**src/rtl/mem_wb_pipe.sv**
```systemverilog
// mem_wb_pipe: MEM/WB pipeline stage with valid/ready handshake.
// Carries one control bundle, NLANES data lanes and a write-back address per
// entry. It also counts back-pressured cycles, saturating at 16'hFFFF.
// Optional feature: define MEM_WB_PIPE_SKID_EN for a 2-entry (head + skid)
// stage with a registered in_ready. The default build is a 1-entry stage
// with a combinational in_ready.
module mem_wb_pipe #(
  parameter int unsigned DATA_W = 32,
  parameter int unsigned NLANES = 3,
  parameter int unsigned ADDR_W = 4,
  parameter int unsigned CTRL_W = 3
) (
  input  logic                     clk,
  input  logic                     reset,
  input  logic                     flush,
  input  logic                     in_valid,
  output logic                     in_ready,
  input  logic [CTRL_W-1:0]        in_ctrl,
  input  logic [NLANES*DATA_W-1:0] in_data,
  input  logic [ADDR_W-1:0]        in_wa,
  output logic                     out_valid,
  input  logic                     out_ready,
  output logic [CTRL_W-1:0]        out_ctrl,
  output logic [NLANES*DATA_W-1:0] out_data,
  output logic [ADDR_W-1:0]        out_wa,
  output logic [15:0]              stall_cycles
);

  localparam int unsigned LANES_W = NLANES * DATA_W;
  localparam int unsigned ENT_W   = CTRL_W + LANES_W + ADDR_W;

  // Occupancy of the stage. S_FULL is reachable only with the skid entry.
  typedef enum logic [1:0] {
    S_EMPTY = 2'd0,
    S_HEAD  = 2'd1,
    S_FULL  = 2'd2
  } occ_t;

  occ_t             state_q, state_d;
  logic [ENT_W-1:0] in_ent;
  logic [ENT_W-1:0] head_q, head_d;
  logic             push, pop;
  logic [15:0]      stall_q;

  // Each entry is packed as {ctrl, lanes, wa}, so its fields move together.
  assign in_ent    = {in_ctrl, in_data, in_wa};
  assign out_valid = (state_q != S_EMPTY);
  assign push      = in_valid && in_ready && !flush;
  assign pop       = out_valid && out_ready;

`ifdef MEM_WB_PIPE_SKID_EN
  logic [ENT_W-1:0] skid_q, skid_d;
  logic             ready_q;

  assign in_ready = ready_q;

  // Registered ready: it looks at the next occupancy only, so out_ready has
  // no combinational path to in_ready.
  always_ff @(posedge clk or posedge reset) begin
    if (reset) ready_q <= 1'b0;
    else       ready_q <= (state_d != S_FULL);
  end

  // Skid entry storage.
  always_ff @(posedge clk or posedge reset) begin
    if (reset) skid_q <= '0;
    else       skid_q <= skid_d;
  end
`else
  logic started_q;

  // in_ready stays low while reset is asserted. It may rise after the first
  // edge once reset is released.
  assign in_ready = started_q && (!out_valid || out_ready);

  // Tracks whether an edge has occurred since reset was released.
  always_ff @(posedge clk or posedge reset) begin
    if (reset) started_q <= 1'b0;
    else       started_q <= 1'b1;
  end
`endif

  // Next occupancy and entry contents. Flush overrides everything; a head
  // retired on the same edge has already been delivered.
  always_comb begin
    state_d = state_q;
    head_d  = head_q;
`ifdef MEM_WB_PIPE_SKID_EN
    skid_d  = skid_q;
`endif
    if (flush) begin
      state_d = S_EMPTY;
    end else begin
      case (state_q)
        S_EMPTY: begin
          if (push) begin
            head_d  = in_ent;
            state_d = S_HEAD;
          end
        end
        S_HEAD: begin
          if (push && pop) begin
            head_d = in_ent;
`ifdef MEM_WB_PIPE_SKID_EN
          end else if (push) begin
            skid_d  = in_ent;
            state_d = S_FULL;
`endif
          end else if (pop) begin
            state_d = S_EMPTY;
          end
        end
`ifdef MEM_WB_PIPE_SKID_EN
        S_FULL: begin
          if (pop) begin
            head_d  = skid_q;
            state_d = S_HEAD;
          end
        end
`endif
        default: state_d = S_EMPTY;
      endcase
    end
  end

  // Occupancy state and head entry registers. Asynchronous reset clears both.
  always_ff @(posedge clk or posedge reset) begin
    if (reset) begin
      state_q <= S_EMPTY;
      head_q  <= '0;
    end else begin
      state_q <= state_d;
      head_q  <= head_d;
    end
  end

  // Saturating count of edges with out_valid=1 and out_ready=0.
  // Flush does not clear it; only reset does.
  always_ff @(posedge clk or posedge reset) begin
    if (reset) begin
      stall_q <= '0;
    end else if (out_valid && !out_ready && (stall_q != '1)) begin
      stall_q <= stall_q + 16'd1;
    end
  end

  // Control is forced to zero for bubbles, so an empty slot never writes a
  // register or redirects the PC.
  assign out_ctrl     = out_valid ? head_q[ENT_W-1 -: CTRL_W] : '0;
  assign out_data     = head_q[ADDR_W +: LANES_W];
  assign out_wa       = head_q[ADDR_W-1:0];
  assign stall_cycles = stall_q;

endmodule

```
**config.mk**
```make
export PLATFORM = sky130hd
export DESIGN_NAME = mem_wb_pipe
export DESIGN_NICKNAME = d
export VERILOG_FILES = /design/src/rtl/mem_wb_pipe.sv
export SDC_FILE = /design/constraint.sdc
export NUM_CORES = 1
export LEC_CHECK = 0
export BUFFER_PORTS_ARGS = -buffer_cell sky130_fd_sc_hd__buf_2
export CAP_MARGIN = 20
export CORE_MARGIN = 4
export CORE_UTILIZATION = 49
export DETAILED_ROUTE_END_ITERATION = 6
export PLACE_DENSITY = 0.9
export SYNTH_ARGS = -nofsm -noshare
export SYNTH_HDL_FRONTEND = slang
export SYNTH_SLANG_ARGS = --single-unit
```
**constraint.sdc**
```tcl
create_clock -name clk -period 4.71 [get_ports clk]
set_input_delay 0.942 -clock clk [delete_from_list [all_inputs] [get_ports clk]]
set_output_delay 0.942 -clock clk [all_outputs]
set_load 0.01 [all_outputs]
```
==> out/metrics.yaml <==
status: "complete, no violations"
cts_tree: "done"
cp-start-kind: "input port"
crit_path_max_incr_delay_ps: 180
netlist_area_sq_um: 5720
fin_crit_sh_pct: 52.7
path_buf_inv: 2
grt_pass1_wl_mm: 17.5
cpMostUsedCell: "buf_2"
route.vias.total: 3314
max_slew_margin_pct: 50.9
setup_viol: 0
holdBufCountCts: 0
fin_crit_ps: 2480
cp_slowest_cell: "and2_4"
drt_iter0_markers: 198
cts_repair_resize_count: 0
antenna_found_initial: 0
ir_worst_vdd_v: 0.000280
cts_made_buffers: 17
yosysWarnings: 0
fin_tns_setup_ps: 0
tightest_slew_ps: 737
ys_types: 33
die-area_sq_um: 13500
rsz0062_at_grt: "false"
totalWireLength_mm: 11.3
htree_levels: 4
maxSlewViolCount: 0
fmax_mhz: 403
diodes: 0
finalClockSkew_ps: 6.97
ys_ff_latch: 121
leakagePower_uw: 0.00360
syn-num-nets: 512
hp-class: "in -> async"
ys_seq_area_share_pct: 52.9
viasPerCell: 4.75
synth_top_area_cell: "dfrtp_1"
overflow: 0
drc: 0
netlist_top_cells_area: "dfrtp_1 53%, mux2_4 15%, buf_4 13%, mux2_2 8.9%, buf_6 1.4%"
hold_viol: 0
drv_cap: 0
syn_area_per_cell_sq_um: 14.2
cts_root_buf: "clkbuf_16"
rows: 39
place.gp.congestion: 0.860
dp_hpwl_mm: 8.43
dieHeight_microns: 116
cts.sinks: 121
crit_chain: "buf_2 -> nand2b_4 -> and2_4 -> buf_2"
cp-end-kind: "primary output"
synth_cells: 403
grt_pass1_vias: 3526
wl_per_cell_microns: 16.2
cts_setup_buffers: 0
crit_arrival_ps: 1540
path_max_fanout: 8
fin_nets: 651
grt_max_degree: 62
cellPowerDensity_nw_per_um2: 495
coreArea_sq_um: 11400
path_delay_family: "simple AND/OR/NAND/NOR gates"
cts.path.max_buffers: 2
insertion_delay_ps: 400
holdWs_ps: 404
syn2layout_area_growth_pct: 19.6
crit_type: "in -> out"
track_usage_pct: 16.9
drive_above_1_share_pct: 67.2
synth_top_area_share_pct: 52.9
first_pass_iters: 4
io_buffer_count: 228
initial_core_util_pct: 50.1
ant_nets: 0
die_x_microns: 116
cp.required_ps: 3770
ios: 229
path_clk_slew_ps: 60
-- cells in the mapped netlist, drive strengths merged --
cell	number
o211ai	2
mux2i	1
mux2	105
nand3b	1
conb	1
o21ai	2
a41oi	1
nand4	5
nand2	3
dfrtp	121
and4	3
nor2b	1
ha	1
xor2	1
inv	4
and3	4
a21oi	7
xnor2	5
buf	112
nor3	3
and2	4
o21a	1
nor2	1
nand2b	1
o311ai	1
a31oi	4
nand3	8
-- cell usage in the layout, fill, tap and decap left out, types with 2 or more instances in the layout --
cell type / count
a21oi_1: 7
a31oi_1: 4
and2_1: 3
and3_1: 4
and4_1: 3
buf_2: 228
buf_4: 3
bufinv_16: 3
clkbuf_16: 17
clkinv_4: 3
clkinvlp_4: 4
dfrtp_1: 121
inv_1: 3
inv_6: 2
mux2_2: 45
mux2_4: 59
nand2_1: 3
nand3_1: 8
nand4_1: 5
nor3_2: 2
o211ai_1: 2
o21ai_0: 2
xnor2_1: 5
-- layout make-up --
type                       instances  area [sq um]
clock buffer                      19           443
sequential                       121          3030
clock inverter                    13           169
timing repair buffer             232          1180
multi-input combinational        166          1820
fill                             855          4580
inverter                           4          17.5
tap                              143           179
-- state kept, by name (all words and copies together) (netlist names) --
name	count
head_q	103
stall_cycles	16
started_q	1
state_q	1
-- worst paths after layout --
path / from / to / slack, ps / cells past startpoint
worst max-delay path: out_ready / in_ready / 2230 / 4
worst min-delay path: reset / head_q[36]$_DFFE_PP0P_ / 400 / 2
worst max register to register: state_q[0]$_DFFE_PP0P_ / head_q[4]$_DFFE_PP0P_ / 2570 / 5
worst min register to register: head_q[0]$_DFFE_PP0P_ / head_q[0]$_DFFE_PP0P_ / 500 / 1
max in group asynchronous: reset / head_q[35]$_DFFE_PP0P_ / 3410 / 3
min in group clk: head_q[0]$_DFFE_PP0P_ / head_q[0]$_DFFE_PP0P_ / 500 / 1
-- logic make-up (layout without fill, tap and decap cells) --
kind of cell / count (synthesis) / in the layout / share of synthesized area (%)
DFF: 121 / 121 / 52.9
buffers and inverters: 116 / 268 / 15.2
muxes: 106 / 106 / 24.7
and+or+nand+nor: 34 / 34 / 4.02
AOI/OAI and AO/OA: 18 / 18 / 1.92
xor gates and xnor gates: 6 / 6 / 0.919
adders and majority gates: 1 / 1 / 0.219
other: 1 / 1 / 0.0656
-- report_power, final --
group          leakage, uW  internal, uW  switching (uW)  total (uW)
clock             0.000286           851             467        1320
sequential         0.00145          1240             136        1380
combinational      0.00186           387             306         693
total              0.00360          2480             909        3390
-- per-stage QoR --
| step | power (uW) | util, % | cells | area (sq um) | worst slack [ps] |
|---|---|---|---|---|---|
| floorplan | 2010 | - | 403 | 5720 | 554 |
| global placement | 2060 | 54.6 | 666 | 6230 | 1980 |
| detailed placement | 2100 | 54.6 | 666 | 6230 | 1920 |
| CTS | 3440 | 59.9 | 698 | 6840 | 2220 |
| global route | 3570 | 59.9 | 698 | 6840 | 2200 |
| finish | 3390 | 59.9 | 698 | 6840 | 2230 |
-- routing by layer --
metal	GRT usage [%]	part of all wire, %	up-vias
met2	27.7	50	166
met1	20.6	41	1570
met4	7.42	1.1	0
li1	-	-	1567
met3	5.22	8.0	11
met5	0	0	-
No activity file was read; power rests on OpenSTA's default activity.
